[config.mk]
export PLATFORM = sky130hd
export DESIGN_NAME = adder_cla_pipe_flat
export DESIGN_NICKNAME = d
export VERILOG_FILES = /design/src/rtl/adder_cla_pipe_if.sv /design/src/rtl/adder_cla_pipe.sv /design/src/flat_wrapper.sv
export SDC_FILE = /design/constraint.sdc
export NUM_CORES = 1
export LEC_CHECK = 0
export BUFFER_PORTS_ARGS = -buffer_cell sky130_fd_sc_hd__buf_2
export CAP_MARGIN = 20
export CORE_MARGIN = 8
export CORE_UTILIZATION = 45
export DETAILED_ROUTE_END_ITERATION = 8
export HOLD_SLACK_MARGIN = 0.15
export PLACE_DENSITY = 0.63
export REMOVE_ABC_BUFFERS = 1
export SLEW_MARGIN = 20
export SYNTH_ARGS = -nofsm -noshare
export SYNTH_HDL_FRONTEND = slang
export SYNTH_SLANG_ARGS = --single-unit
export TNS_END_PERCENT = 20
[constraint.sdc]
create_clock -name clk -period 7.8 [get_ports clk]
set_clock_uncertainty 0.1 [all_clocks]
set_input_delay 1.56 -clock clk [delete_from_list [all_inputs] [get_ports clk]]
set_output_delay 1.56 -clock clk [all_outputs]
set_load 0.005 [all_outputs]
[src/rtl/adder_cla_pipe_if.sv]
// ---------------------------------------------------------------------------
// adder_cla_pipe_if
// Operand/result bundle for adder_cla_pipe.
//   master modport : operand producer and result consumer (drives inValid,
//                    a, b, inC, sub, outReady; observes inReady and results)
//   slave modport  : the adder itself
// Signals:
//   inValid/inReady   input-side handshake
//   a, b              operands, bit 0 = MSB ([0:WIDTH-1])
//   inC               carry in (add mode only)
//   sub               0: a + b + inC, 1: a - b
//   outValid/outReady output-side handshake
//   s                 result, bit 0 = MSB
//   outC, outV, outZ, outN  carry out, overflow, zero, negative
// ---------------------------------------------------------------------------
interface adder_cla_pipe_if #(
    parameter int WIDTH = 32
);
    logic             inValid;
    logic             inReady;
    logic [0:WIDTH-1] a;
    logic [0:WIDTH-1] b;
    logic             inC;
    logic             sub;
    logic             outValid;
    logic             outReady;
    logic [0:WIDTH-1] s;
    logic             outC;
    logic             outV;
    logic             outZ;
    logic             outN;

    modport master (
        output inValid, a, b, inC, sub, outReady,
        input  inReady, outValid, s, outC, outV, outZ, outN
    );

    modport slave (
        input  inValid, a, b, inC, sub, outReady,
        output inReady, outValid, s, outC, outV, outZ, outN
    );
endinterface

[src/rtl/adder_cla_pipe.sv]
// ---------------------------------------------------------------------------
// adder_cla_pipe
// Pipelined carry-lookahead adder/subtractor. The operand is cut into
// WIDTH/4 4-bit lookahead groups; the groups are distributed LSB-first over
// STAGES register stages (earlier stages take the extra group when the
// split is uneven). Each stage resolves its groups, registers the partial
// sum, the carry into the next unresolved group and the still-unused
// operand bits. One operation per cycle, results in issue order, latency
// STAGES cycles.
//
// Ports:
//   clk   rising-edge clock
//   rst   asynchronous reset, active low
//   bus   adder_cla_pipe_if.slave (operands, results, handshakes)
//
// Build option:
//   ADDER_CLA_FLAGS_EN  when defined, outV/outZ/outN are computed in the
//                       last stage and registered with s; otherwise the
//                       flag outputs are tied to 0 and no flag logic exists.
// ---------------------------------------------------------------------------
module adder_cla_pipe #(
    parameter int WIDTH  = 32,
    parameter int STAGES = 2
) (
    input  logic               clk,
    input  logic               rst,
    adder_cla_pipe_if.slave    bus
);
    localparam int GROUPS = WIDTH / 4;
    localparam int BASE   = GROUPS / STAGES;
    localparam int EXTRA  = GROUPS % STAGES;

    // First group handled by stage k; stages below EXTRA own one more group.
    function automatic int grp_start(input int k);
        return k * BASE + ((k < EXTRA) ? k : EXTRA);
    endfunction

    // Mask keeping only operand bits at or above group index hi.
    function automatic logic [WIDTH-1:0] upper_mask(input int hi);
        logic [WIDTH-1:0] m;
        for (int i = 0; i < WIDTH; i++) begin
            m[i] = (i >= hi * 4);
        end
        return m;
    endfunction

    // 4-bit lookahead group: returns {carry_out, sum[3:0]}.
    // g/p are formed per bit and every internal carry is a flat sum of
    // products, so there is no ripple inside the group.
    function automatic logic [4:0] cla4(input logic [3:0] x, input logic [3:0] y,
                                        input logic ci);
        logic [3:0] g;
        logic [3:0] p;
        logic [4:0] c;
        g = x & y;
        p = x | y;
        c[0] = ci;
        c[1] = g[0] | (p[0] & ci);
        c[2] = g[1] | (p[1] & g[0]) | (p[1] & p[0] & ci);
        c[3] = g[2] | (p[2] & g[1]) | (p[2] & p[1] & g[0]) | (p[2] & p[1] & p[0] & ci);
        c[4] = g[3] | (p[3] & g[2]) | (p[3] & p[2] & g[1]) | (p[3] & p[2] & p[1] & g[0])
             | (p[3] & p[2] & p[1] & p[0] & ci);
        return {c[4], x ^ y ^ c[3:0]};
    endfunction

    // Operands re-expressed LSB-indexed; vector assignment keeps the
    // numeric value (bus bit 0 = MSB lands in bit WIDTH-1 here).
    // Subtraction is a + ~b + 1, so inC is ignored in that mode.
    logic [WIDTH-1:0] in_a;
    logic [WIDTH-1:0] in_b;
    logic             in_c;

    assign in_a = bus.a;
    assign in_b = bus.sub ? ~bus.b : bus.b;
    assign in_c = bus.sub | bus.inC;

    for (genvar gi = 0; gi < STAGES; gi++) begin : g_stage
        localparam int LO = grp_start(gi);
        localparam int HI = grp_start(gi + 1);

        logic             valid_in;
        logic [WIDTH-1:0] a_in;
        logic [WIDTH-1:0] b_in;
        logic [WIDTH-1:0] sum_in;
        logic             c_in;

        logic             ready;
        logic             load;
        logic [WIDTH-1:0] sum_next;
        logic             c_next;

        logic             valid_reg;
        logic [WIDTH-1:0] sum_reg;
        logic             c_reg;

        if (gi == 0) begin : g_src
            assign valid_in = bus.inValid;
            assign a_in     = in_a;
            assign b_in     = in_b;
            assign sum_in   = '0;
            assign c_in     = in_c;
        end else begin : g_src
            assign valid_in = g_stage[gi-1].valid_reg;
            assign a_in     = g_stage[gi-1].g_opnd.a_reg;
            assign b_in     = g_stage[gi-1].g_opnd.b_reg;
            assign sum_in   = g_stage[gi-1].sum_reg;
            assign c_in     = g_stage[gi-1].c_reg;
        end

        // A stage can take new data when it is empty or its content moves on.
        if (gi == STAGES - 1) begin : g_rdy
            assign ready = !valid_reg | bus.outReady;
        end else begin : g_rdy
            assign ready = !valid_reg | g_stage[gi+1].ready;
        end

        assign load = ready & valid_in;

        // Resolve this stage's groups; the carry chains group to group.
        always_comb begin
            logic [4:0] res;
            res      = '0;
            sum_next = sum_in;
            c_next   = c_in;
            for (int gr = 0; gr < GROUPS; gr++) begin
                if (gr >= LO && gr < HI) begin
                    res = cla4(a_in[gr*4 +: 4], b_in[gr*4 +: 4], c_next);
                    sum_next[gr*4 +: 4] = res[3:0];
                    c_next = res[4];
                end
            end
        end

        // valid follows ready alone; data only moves with a real transfer,
        // so an empty output keeps its last values.
        always_ff @(posedge clk or negedge rst) begin
            if (!rst) begin
                valid_reg <= 1'b0;
                sum_reg   <= '0;
                c_reg     <= 1'b0;
            end else begin
                if (ready) begin
                    valid_reg <= valid_in;
                end
                if (load) begin
                    sum_reg <= sum_next;
                    c_reg   <= c_next;
                end
            end
        end

        // Only intermediate stages carry the unresolved operand bits forward;
        // resolved bits are cleared so they stay constant.
        if (gi < STAGES - 1) begin : g_opnd
            localparam logic [WIDTH-1:0] KEEP = upper_mask(HI);
            logic [WIDTH-1:0] a_reg;
            logic [WIDTH-1:0] b_reg;

            always_ff @(posedge clk or negedge rst) begin
                if (!rst) begin
                    a_reg <= '0;
                    b_reg <= '0;
                end else if (load) begin
                    a_reg <= a_in & KEEP;
                    b_reg <= b_in & KEEP;
                end
            end
        end
    end

    assign bus.inReady  = g_stage[0].ready;
    assign bus.outValid = g_stage[STAGES-1].valid_reg;
    assign bus.s        = g_stage[STAGES-1].sum_reg;
    assign bus.outC     = g_stage[STAGES-1].c_reg;

`ifdef ADDER_CLA_FLAGS_EN
    // Carry into the MSB is recovered from sum ^ a ^ b at that bit;
    // overflow is that carry XOR the final carry out.
    logic v_reg;
    logic z_reg;
    logic n_reg;

    always_ff @(posedge clk or negedge rst) begin
        if (!rst) begin
            v_reg <= 1'b0;
            z_reg <= 1'b0;
            n_reg <= 1'b0;
        end else if (g_stage[STAGES-1].load) begin
            v_reg <= (g_stage[STAGES-1].sum_next[WIDTH-1]
                      ^ g_stage[STAGES-1].a_in[WIDTH-1]
                      ^ g_stage[STAGES-1].b_in[WIDTH-1])
                     ^ g_stage[STAGES-1].c_next;
            z_reg <= (g_stage[STAGES-1].sum_next == '0);
            n_reg <= g_stage[STAGES-1].sum_next[WIDTH-1];
        end
    end

    assign bus.outV = v_reg;
    assign bus.outZ = z_reg;
    assign bus.outN = n_reg;
`else
    assign bus.outV = 1'b0;
    assign bus.outZ = 1'b0;
    assign bus.outN = 1'b0;
`endif
endmodule

[src/flat_wrapper.sv]
// flat-port wrapper written by rule: the top's interface ports become plain ports
module adder_cla_pipe_flat 
#(
    parameter int WIDTH  = 32,
    parameter int STAGES = 2
)
  (clk, rst, bus_inValid, bus_a, bus_b, bus_inC, bus_sub, bus_outReady, bus_inReady, bus_outValid, bus_s, bus_outC, bus_outV, bus_outZ, bus_outN);
  adder_cla_pipe_if #(.WIDTH(WIDTH)) bus_i ();
  input  logic clk;
  input  logic rst;
  input wire logic [$bits(bus_i.inValid)-1:0] bus_inValid;
  input wire logic [$bits(bus_i.a)-1:0] bus_a;
  input wire logic [$bits(bus_i.b)-1:0] bus_b;
  input wire logic [$bits(bus_i.inC)-1:0] bus_inC;
  input wire logic [$bits(bus_i.sub)-1:0] bus_sub;
  input wire logic [$bits(bus_i.outReady)-1:0] bus_outReady;
  output wire logic [$bits(bus_i.inReady)-1:0] bus_inReady;
  output wire logic [$bits(bus_i.outValid)-1:0] bus_outValid;
  output wire logic [$bits(bus_i.s)-1:0] bus_s;
  output wire logic [$bits(bus_i.outC)-1:0] bus_outC;
  output wire logic [$bits(bus_i.outV)-1:0] bus_outV;
  output wire logic [$bits(bus_i.outZ)-1:0] bus_outZ;
  output wire logic [$bits(bus_i.outN)-1:0] bus_outN;
  assign bus_i.inValid = bus_inValid;
  assign bus_i.a = bus_a;
  assign bus_i.b = bus_b;
  assign bus_i.inC = bus_inC;
  assign bus_i.sub = bus_sub;
  assign bus_i.outReady = bus_outReady;
  assign bus_inReady = bus_i.inReady;
  assign bus_outValid = bus_i.outValid;
  assign bus_s = bus_i.s;
  assign bus_outC = bus_i.outC;
  assign bus_outV = bus_i.outV;
  assign bus_outZ = bus_i.outZ;
  assign bus_outN = bus_i.outN;
  adder_cla_pipe #(.WIDTH(WIDTH), .STAGES(STAGES)) u_core (.clk(clk), .rst(rst), .bus(bus_i));
endmodule
==> results of run 1 <==
-- cells in the final DEF, fill, tap and decap left out, drive strengths merged, types with 7 or more instances in the layout --
| cell | n |
|---|---|
| buf | 107 |
| dfrtp | 84 |
| inv | 83 |
| nand2 | 67 |
| o21ai | 66 |
| ha | 64 |
| xor2 | 43 |
| mux2 | 20 |
| nor2 | 18 |
| a21oi | 13 |
| xnor2 | 10 |
| clkbuf | 10 |
| fa | 8 |
| nand2b | 7 |
-- worst max-delay path, stage by stage --
cell	delay, ps
buf_2	740
xor2_1	200
ha_1	270
or2_2	310
o22ai_2	240
o21ai_1	180
a211o_1	340
a21oi_1	190
fa_1	420
o21ai_0	160
-- final timing paths --
| kind | startpoint | end | cells past startpoint |
|---|---|---|---|
| setup / recovery | bus_sub | u_core.g_stage[0].sum_reg[12] | 10 |
| hold / removal | u_core.bus.s[2] | u_core.bus.s[2] | 2 |
| setup reg to reg | u_core.g_stage[0].g_opnd.b_reg[16] | u_core.bus.s[3] | 11 |
| hold reg to reg | u_core.bus.s[2] | u_core.bus.s[2] | 2 |
| max in group asynchronous | rst | u_core.bus.s[17] | 2 |
| min in group asynchronous | rst | u_core.bus.s[0] | 1 |
-- report_power, final --
group	total [mW]	switching (mW)	internal, mW
sequential	0.630	0.0699	0.560
combinational	0.489	0.251	0.239
clock	0.468	0.179	0.289
total	1.59	0.499	1.09
-- through the flow --
| stage | power [mW] | utilization | area, um2 |
|---|---|---|---|
| floorplan | 0.937 | - | 5270 |
| global placement | 1.12 | 0.508 | 6000 |
| detailed placement | 1.14 | 0.508 | 6000 |
| CTS | 1.62 | 0.535 | 6320 |
| global route | 1.71 | 0.535 | 6320 |
| finish | 1.59 | 0.535 | 6320 |
-- cell type report --
cell class | count | area share
Clock inverter | 6 | 0.0138
Inverter | 83 | 0.0493
Timing Repair Buffer | 107 | 0.0863
Sequential cell | 84 | 0.332
Multi-Input combinational cell | 368 | 0.451
Clock buffer | 10 | 0.0378
Tap cell | 147 | 0.0291
-- kinds of logic after synthesis --
kind of cell | count (synthesis) | share of synthesized area
XOR/XNOR | 53 | 0.0868
AO/OA/AOI/OAI | 104 | 0.122
buffers and inverters | 104 | 0.0753
flip-flops | 84 | 0.393
adder cells (fa/ha/maj) | 72 | 0.180
AND/OR/NAND/NOR | 116 | 0.101
other | 1 | 0.000701
multiplexers | 20 | 0.0421
-- routing by layer --
| layer | vias to the layer above | part of all wire |
|---|---|---|
| li1 | 1968 | - |
| met1 | 1775 | 0.45 |
| met2 | 89 | 0.49 |
| met3 | 14 | 0.051 |
| met4 | 0 | 0.015 |
| met5 | - | 0 |
==> reports/metrics.yaml, run 1 <==
outcome:
  outcome: "complete, no violations"
placed_design:
  place_inst: 789
  place_congestion: 0.820
  hpwl_mm: 8.67
  place_worst_setup_slack_ps: 2960
  numPortBuffers: 104
layout:
  final-seq-area_mm2: 0.00210
  multiInputGateArea_mm2: 0.00286
  n_antenna_cell: 0
  fillers: 1104
  finalNetCount: 795
  instances_no_fill: 805
  area_growth_syn_to_layout_pct: 18.2
  largest_register_ffs: 32
  drive_above_1_share: 0.240
clocking:
  tritoncts: "yes"
  postCtsResizedCells: 0
  cts_buffers: 9
  cts-root-to-sink-buffers: 2
  cts.hold.buffers_added: 0
  numClockSinks: 84
  cts_root_buf: "clkbuf_16"
  number_of_levels_in_the_clock_h_tree: 3
  post_cts_buffers: 0
  cts.reportedPaths.clkPinSlew_ps: 60
  clock_insertion_delay_worst_skew_ps: 350
worst_setup_path:
  regToRegSetupSlack_ps: 5020
  cp_data_arrival_time_ps: 4640
  required_ps: 7970
  critical_path.startpoint_type: "input port"
  path_max_fanout: 33
  worstSetupPathType: "in2reg"
  end_kind: "flip-flop"
yosys:
  synth_edf_count: 0
  yosysUniqueCellTypes: 51
  yosys_register_bits: 84
  syn_inst: 554
  yosys.area.top_type_share: 0.393
  biggest_area_contributors_in_the_synthesized_netlist: "dfrtp_1, ha_1, xor2_1"
  synth.avg_cell_area_um2: 9.66
  synth_async_sr_flop_share: 1.00
  yosys.cell_count.top_type: "dfrtp_1"
  synth.yosys.warnings: 0
  ranking_of_synthesized_cells_by_instance_count: "dfrtp_1, inv_1, nand2_1, ha_1, o21ai_0"
  synth-main-ff-cell: "dfrtp_1"
  synthesis.area_mm2: 0.00535
  yosysTopAreaCell: "dfrtp_1"
  synth_sequential_area_ratio: 0.393
floorplanning:
  dieWidth_um: 125
  initial_core_util: 0.453
  row_count: 40
  die-height_um: 125
  fp.coreArea_mm2: 0.0118
  dieArea_mm2: 0.0156
  io-pin-count: 108
global_route:
  track_usage: 0.152
  gr-max-usage-layer: "met2"
  grt_util_met1: 0.173
  grt_pass1_wl_mm: 19.3
  grt_overflow_total: 0
  grt_util_met3: 0.0506
  grt_antenna_before_repair: 0
  vias_in_the_first_global_route: 4148
  met2_layer_usage_reported_by_global_route: 0.263
  grt_start_max_net_pins: 67
detailed_routing:
  drcViolationCount: 0
  detailedRoute.firstIterationViolations: 155
  drt_pre_antenna_iters: 4
  postRouteAntennaNets: 0
  avgViaCountPerCell: 4.78
  route.vias.total: 3846
  total_detailed_routing_wirelength_mm: 11.5
  wire_per_inst_um: 14.3
timing:
  relSlewSlack: 0.334
  drv_slew: 0
  fin_crit_sh: 0.573
  grt_setup_unrepaired: "no"
  finalHoldWorstSlack_ps: 375
  setup_viol: 0
  final_critical_path_setup_slack_ps: 3330
  finalCriticalPeriod_ps: 4470
  final-hold-violation-count: 0
  timing_worst_slew_pin_value_ps: 998
  final.setup.tns_ps: 0
  max_clock_freq_mhz: 224
pwr:
  ir_worst_vdd_mv: 0.148
  total_leakage_power_nw: 3.29
  power.density_cell_area_mw_per_mm2: 251
job:
  drv_cap: 0
hold_path:
  min-delay-path-class: "reg2reg"
Note: power is estimated with default switching activity, not from simulation.
==> inputs of run 2 (changes only) <==
- clock period: 7.8 -> 4.5 ns (I/O delays scaled with it)
==> run 2 against run 1 <==
Effect of this change: via count rose by 2.0%; wire length rose by 0.43%; setup slack got worse by 2400 ps; sequential share of layout area about the same; clock power up 72%; critical path depth unchanged; die area stayed put; critical path type unchanged; largest cell class unchanged; largest power group unchanged; highest routed layer unchanged.
==> reports/metrics.yaml, run 2 (synthesized netlist as in run 1, its figures left out) <==
clocking:
  number_of_levels_in_the_clock_h_tree: 3  # unchanged
  post_cts_buffers: 0  # unchanged
  clock_insertion_delay_worst_skew_ps: 350  # about the same
  postCtsResizedCells: 0  # unchanged
  cts-root-to-sink-buffers: 2  # unchanged
  cts.hold.buffers_added: 0  # unchanged
  cts.reportedPaths.clkPinSlew_ps: 60  # about the same
  tritoncts: "yes"
  numClockSinks: 84  # unchanged
  cts_root_buf: "clkbuf_16"
  cts_buffers: 9  # unchanged
timing:
  finalCriticalPeriod_ps: 3530
  grt_setup_unrepaired: "no"
  max_clock_freq_mhz: 284
  setup_viol: 0  # unchanged
  drv_slew: 0  # unchanged
  final-hold-violation-count: 0  # unchanged
  timing_worst_slew_pin_value_ps: 981  # -17.3 ps
  final.setup.tns_ps: 0  # unchanged
  relSlewSlack: 0.344  # +0.00919
  fin_crit_sh: 0.784
layout:
  n_antenna_cell: 0  # unchanged
  final_common_cell: "buf_2"
  drive_above_1_share: 0.241  # +0.00115
  area_growth_syn_to_layout_pct: 18.3  # about the same
  most-common-layout-cells: "buf_2, dfrtp_1, inv_1"
  post_route_standard_cell_area_excluding_fillers_mm2: 0.00633  # about the same
  fillers: 1098  # -0.54%
  largest_register_ffs: 32  # unchanged
  finalNetCount: 796  # +0.13%
floorplanning:
  die-height_um: 125  # unchanged
  fp.coreArea_mm2: 0.0118  # unchanged
  dieWidth_um: 125  # unchanged
  row_count: 40  # unchanged
  dieArea_mm2: 0.0156  # unchanged
  io-pin-count: 108  # unchanged
  initial_core_util: 0.453  # unchanged
placed_design:
  placement.cell_area_mm2: 0.00601  # +0.13%
  numPortBuffers: 104  # unchanged
  hpwl_mm: 8.90  # +2.7%
  place_congestion: 0.829  # +1.1%
worst_setup_path:
  required_ps: 4660  # -3310 ps
  critical_path.top_delay_family: "compound AO/OA/AOI/OAI gates"
  end_kind: "flip-flop"
  worstPathCellList: "buf_2 -> xor2_1 -> ha_1 -> or2_2 -> o22ai_2 -> o21ai_1 -> a211o_1 -> a21oi_1 -> fa_1 -> o21ai_0"
  regToRegSetupSlack_ps: 1690  # -3330 ps
  cpPeakStageDelay_ps: 500  # -240 ps
  critical_path.startpoint_type: "input port"
  cp.buffers_inverters: 1  # unchanged
  cp_data_arrival_time_ps: 3690  # -950 ps
  worstSetupPathType: "in2reg"
  timing.critical_path.slowest_stage_cell: "buf_2"
  path_max_fanout: 20  # -39%
detailed_routing:
  total_detailed_routing_wirelength_mm: 11.5  # +0.43%
  route.vias.total: 3922  # +2.0%
  postRouteAntennaNets: 0  # unchanged
  wire_per_inst_um: 14.3  # +0.31%
  drt_pre_antenna_iters: 4  # unchanged
  drcViolationCount: 0  # unchanged
  avgViaCountPerCell: 4.87  # +1.8%
  detailedRoute.firstIterationViolations: 153  # -1.3%
pwr:
  ir_worst_vdd_mv: 0.216  # +46%
  power.density_cell_area_mw_per_mm2: 434  # +73%
  total_leakage_power_nw: 3.28  # -0.16%
global_route:
  vias_in_the_first_global_route: 4298  # +3.6%
  grt_antenna_before_repair: 0  # unchanged
  grt_pass1_wl_mm: 19.8  # +3.0%
  track_usage: 0.154  # +0.00184
  grt_overflow_total: 0  # unchanged
  grt_start_max_net_pins: 65  # -3.0%
outcome:
  outcome: "complete, no violations"
hold_path:
  min-delay-path-class: "reg2reg"
job:
  drv_cap: 0  # unchanged
[run 2: changes by cell type in the layout (fill, tap and decap cells not counted), sizes merged]
cell,change
inv,+2
clkbuf,-1
clkinv,-3
buf,+1
clkinvlp,+2
[run 2: final timing paths]
check                                              startpoint                                  to  depth (start not counted)
max in group asynchronous                                 rst  u_core.g_stage[0].g_opnd.b_reg[22]                          2
max                                                   bus_sub       u_core.g_stage[0].sum_reg[12]                         10
max reg2reg                u_core.g_stage[0].g_opnd.b_reg[16]                     u_core.bus.s[3]                         11
min in group asynchronous                                 rst                     u_core.bus.s[1]                          1
min reg2reg                                   u_core.bus.s[4]                     u_core.bus.s[4]                          2
min                                           u_core.bus.s[4]                     u_core.bus.s[4]                          2
[run 2: final cells by class]
class	instances	area (um2)	share of cell area
clock buffer	9	225	0.0356
tap	147	184	0.0291
clock inverter	7	97.6	0.0154
multi-input combinational	368	2860	0.451
sequential	84	2100	0.332
inverter	83	312	0.0492
timing repair buffer	108	553	0.0874
[run 2: through the flow]
step / hold WS (ps) / util / setup WS (ps) / cells / total power [mW]
floorplan: 345 / - / 1370 / 535 / 1.62
global placement: 359 / 0.508 / 689 / 790 / 1.94
detailed placement: 367 / 0.508 / 599 / 790 / 1.97
finish: 373 / 0.536 / 973 / 806 / 2.75
CTS: 381 / 0.536 / 968 / 806 / 2.80
global route: 399 / 0.536 / 753 / 806 / 2.96
[run 2: metal layers]
layer,global-route usage,wire length [um]
met3,0.0527,625
met5,0,0
met4,0.0394,146
met2,0.266,5600
met1,0.178,5180
[run 2: worst reg2reg max path, delay by kind of cell, from the launching register on]
| family | cells | cell delay [ps] |
|---|---|---|
| AO/OA/AOI/OAI | 2 | 500 |
| adder cells (fa/ha/maj) | 2 | 580 |
| buffers and inverters | 1 | 70 |
| flip-flops | 1 | 400 |
| multiplexers | 1 | 260 |
| AND/OR/NAND/NOR | 5 | 790 |
[run 2: power breakdown]
part / internal, mW / leakage [nW] / switching, mW
logic: 0.416 / 2.11 / 0.438
registers: 0.970 / 1.02 / 0.119
clock network: 0.489 / 0.152 / 0.317
==> inputs of run 3 (changes only) <==
- PLACE_DENSITY: 0.63 -> 0.66
- clock period: 4.5 -> 3.1 ns (I/O delays scaled with it)
==> run 3 against run 2 <==
Effect of this change: combinational power up 51%; via count up 2.6%; hold slack worse by 220 ps; sequential share of layout area down 0.84 points; clock-buffer cell count up 3; wire length up 4.3%; die area unchanged; critical path type unchanged.
==> reports/metrics.yaml, run 3 (synthesized netlist as in run 1, its figures left out) <==
worst_setup_path:
  critPathMostFrequentCell: "xor2_1"
  required_ps: 3220  # -1440 ps
  timing.critical_path.slowest_stage_cell: "fa_1"
  regToRegSetupSlack_ps: 270  # -1420 ps
  cpPeakStageDelay_ps: 370  # -130 ps
  cp_data_arrival_time_ps: 2990  # -700 ps
  critical_path.top_delay_family: "compound AO/OA/AOI/OAI gates"
  worstSetupPathType: "in2reg"
  cp.buffers_inverters: 3  # +2
  path_max_fanout: 12  # -40%
  end_kind: "flip-flop"
  worstPathCellList: "buf_2 -> buf_12 -> xor2_1 -> inv_1 -> ha_1 -> or3_1 -> o21ai_1 -> o22a_1 -> a21oi_1 -> fa_1 -> xor2_1 -> o21ai_0"
  critical_path.startpoint_type: "input port"
layout:
  finish.utilization: 0.550  # +0.0139
  area_growth_syn_to_layout_pct: 21.4
  drive_above_1_share: 0.260  # +0.0183
  final_common_cell: "buf_2"
  largest_register_ffs: 32  # unchanged
  n_antenna_cell: 0  # unchanged
  post_route_standard_cell_area_excluding_fillers_mm2: 0.00649  # +2.6%
  most-common-layout-cells: "buf_2, dfrtp_1, inv_1"
  finalNetCount: 815  # +2.4%
clocking:
  cts-root-to-sink-buffers: 2  # unchanged
  clock_insertion_delay_worst_skew_ps: 350  # about the same
  postCtsResizedCells: 0  # unchanged
  number_of_levels_in_the_clock_h_tree: 3  # unchanged
  cts.reportedPaths.clkPinSlew_ps: 60  # about the same
  numClockSinks: 84  # unchanged
  cts_buffers: 9  # unchanged
  cts.hold.buffers_added: 0  # unchanged
  post_cts_buffers: 0  # unchanged
  cts_root_buf: "clkbuf_16"
  tritoncts: "yes"
timing:
  final.setup.tns_ps: 0  # unchanged
  grt_setup_unrepaired: "no"
  drv_slew: 0  # unchanged
  max_clock_freq_mhz: 348
  final_critical_path_setup_slack_ps: 227  # -746 ps
  setup_viol: 0  # unchanged
  fin_crit_sh: 0.927
  relSlewSlack: 0.628  # +0.285
  final-hold-violation-count: 0  # unchanged
  finalCriticalPeriod_ps: 2870
  timing_worst_slew_pin_value_ps: 557  # -424 ps
pwr:
  ir_worst_vdd_mv: 0.299  # +38%
  total_leakage_power_nw: 3.39  # +3.1%
  power_mw: 4.03  # +47%
  power.density_cell_area_mw_per_mm2: 621  # +43%
floorplanning:
  row_count: 40  # unchanged
  fp.coreArea_mm2: 0.0118  # unchanged
  io-pin-count: 108  # unchanged
  dieWidth_um: 125  # unchanged
  die-height_um: 125  # unchanged
  dieArea_mm2: 0.0156  # unchanged
  initial_core_util: 0.453  # unchanged
detailed_routing:
  postRouteAntennaNets: 0  # unchanged
  drt_pre_antenna_iters: 4  # unchanged
  detailedRoute.firstIterationViolations: 165  # +7.8%
  wire_per_inst_um: 14.6  # +1.9%
  drcViolationCount: 0  # unchanged
  route.vias.total: 4024  # +2.6%
  total_detailed_routing_wirelength_mm: 12.0  # +4.3%
  avgViaCountPerCell: 4.88  # +0.24%
global_route:
  grt_start_max_net_pins: 44  # -32%
  grt_pass1_wl_mm: 20.1  # +1.4%
  track_usage: 0.159  # +0.00537
  grt_antenna_before_repair: 0  # unchanged
  grt_overflow_total: 0  # unchanged
  vias_in_the_first_global_route: 4388  # +2.1%
outcome:
  outcome: "complete, no violations"
placed_design:
  place_worst_setup_slack_ps: -122  # -720 ps
  placement.cell_area_mm2: 0.00617  # +2.8%
  numPortBuffers: 104  # unchanged
  hpwl_mm: 9.46  # +6.2%
  place_congestion: 0.874  # +5.4%
hold_path:
  min-delay-path-class: "in2async"
job:
  drv_cap: 0  # unchanged
## run 3: layout make-up
type                       count  area [um2]
inverter                      83         312
timing repair buffer         127         721
multi-input combinational    368        2860
fill                        1078        5320
clock buffer                  12         246
clock inverter                 4        72.6
sequential                    84        2100
tap                          147         184
## run 3: final timing paths
path,from,endpoint,cells after the start
worst max-delay path,bus_sub,u_core.g_stage[0].sum_reg[9],12
worst min-delay path,rst,u_core.bus.outValid,1
worst max register to register,u_core.g_stage[0].g_opnd.b_reg[16],u_core.bus.s[3],11
worst min register to register,u_core.g_stage[0].sum_reg[6],u_core.g_stage[0].sum_reg[6],2
max in group asynchronous,rst,u_core.bus.s[23],2
min in group clk,u_core.g_stage[0].sum_reg[6],u_core.g_stage[0].sum_reg[6],2
## run 3: metal layers
metal  track usage  vias up  part of all wire  wire length, um
li1              -     2011                 -                -
met2         0.270      104              0.49             5880
met3        0.0574       20             0.059              708
met1         0.180     1889              0.43             5210
met5             0        -                 0                0
met4        0.0587        0             0.021              253
## run 3: report_power, final
group / switching (mW) / internal [mW]
clock: 0.435 / 0.727
sequential: 0.178 / 1.41
combinational: 0.649 / 0.637
total: 1.26 / 2.77
## run 3: stage by stage
step	hold slack (ps)	std cells
after floorplan	224	535
after global placement	357	809
after detailed placement	366	809
after CTS	175	825
after global routing	202	825
final	157	825
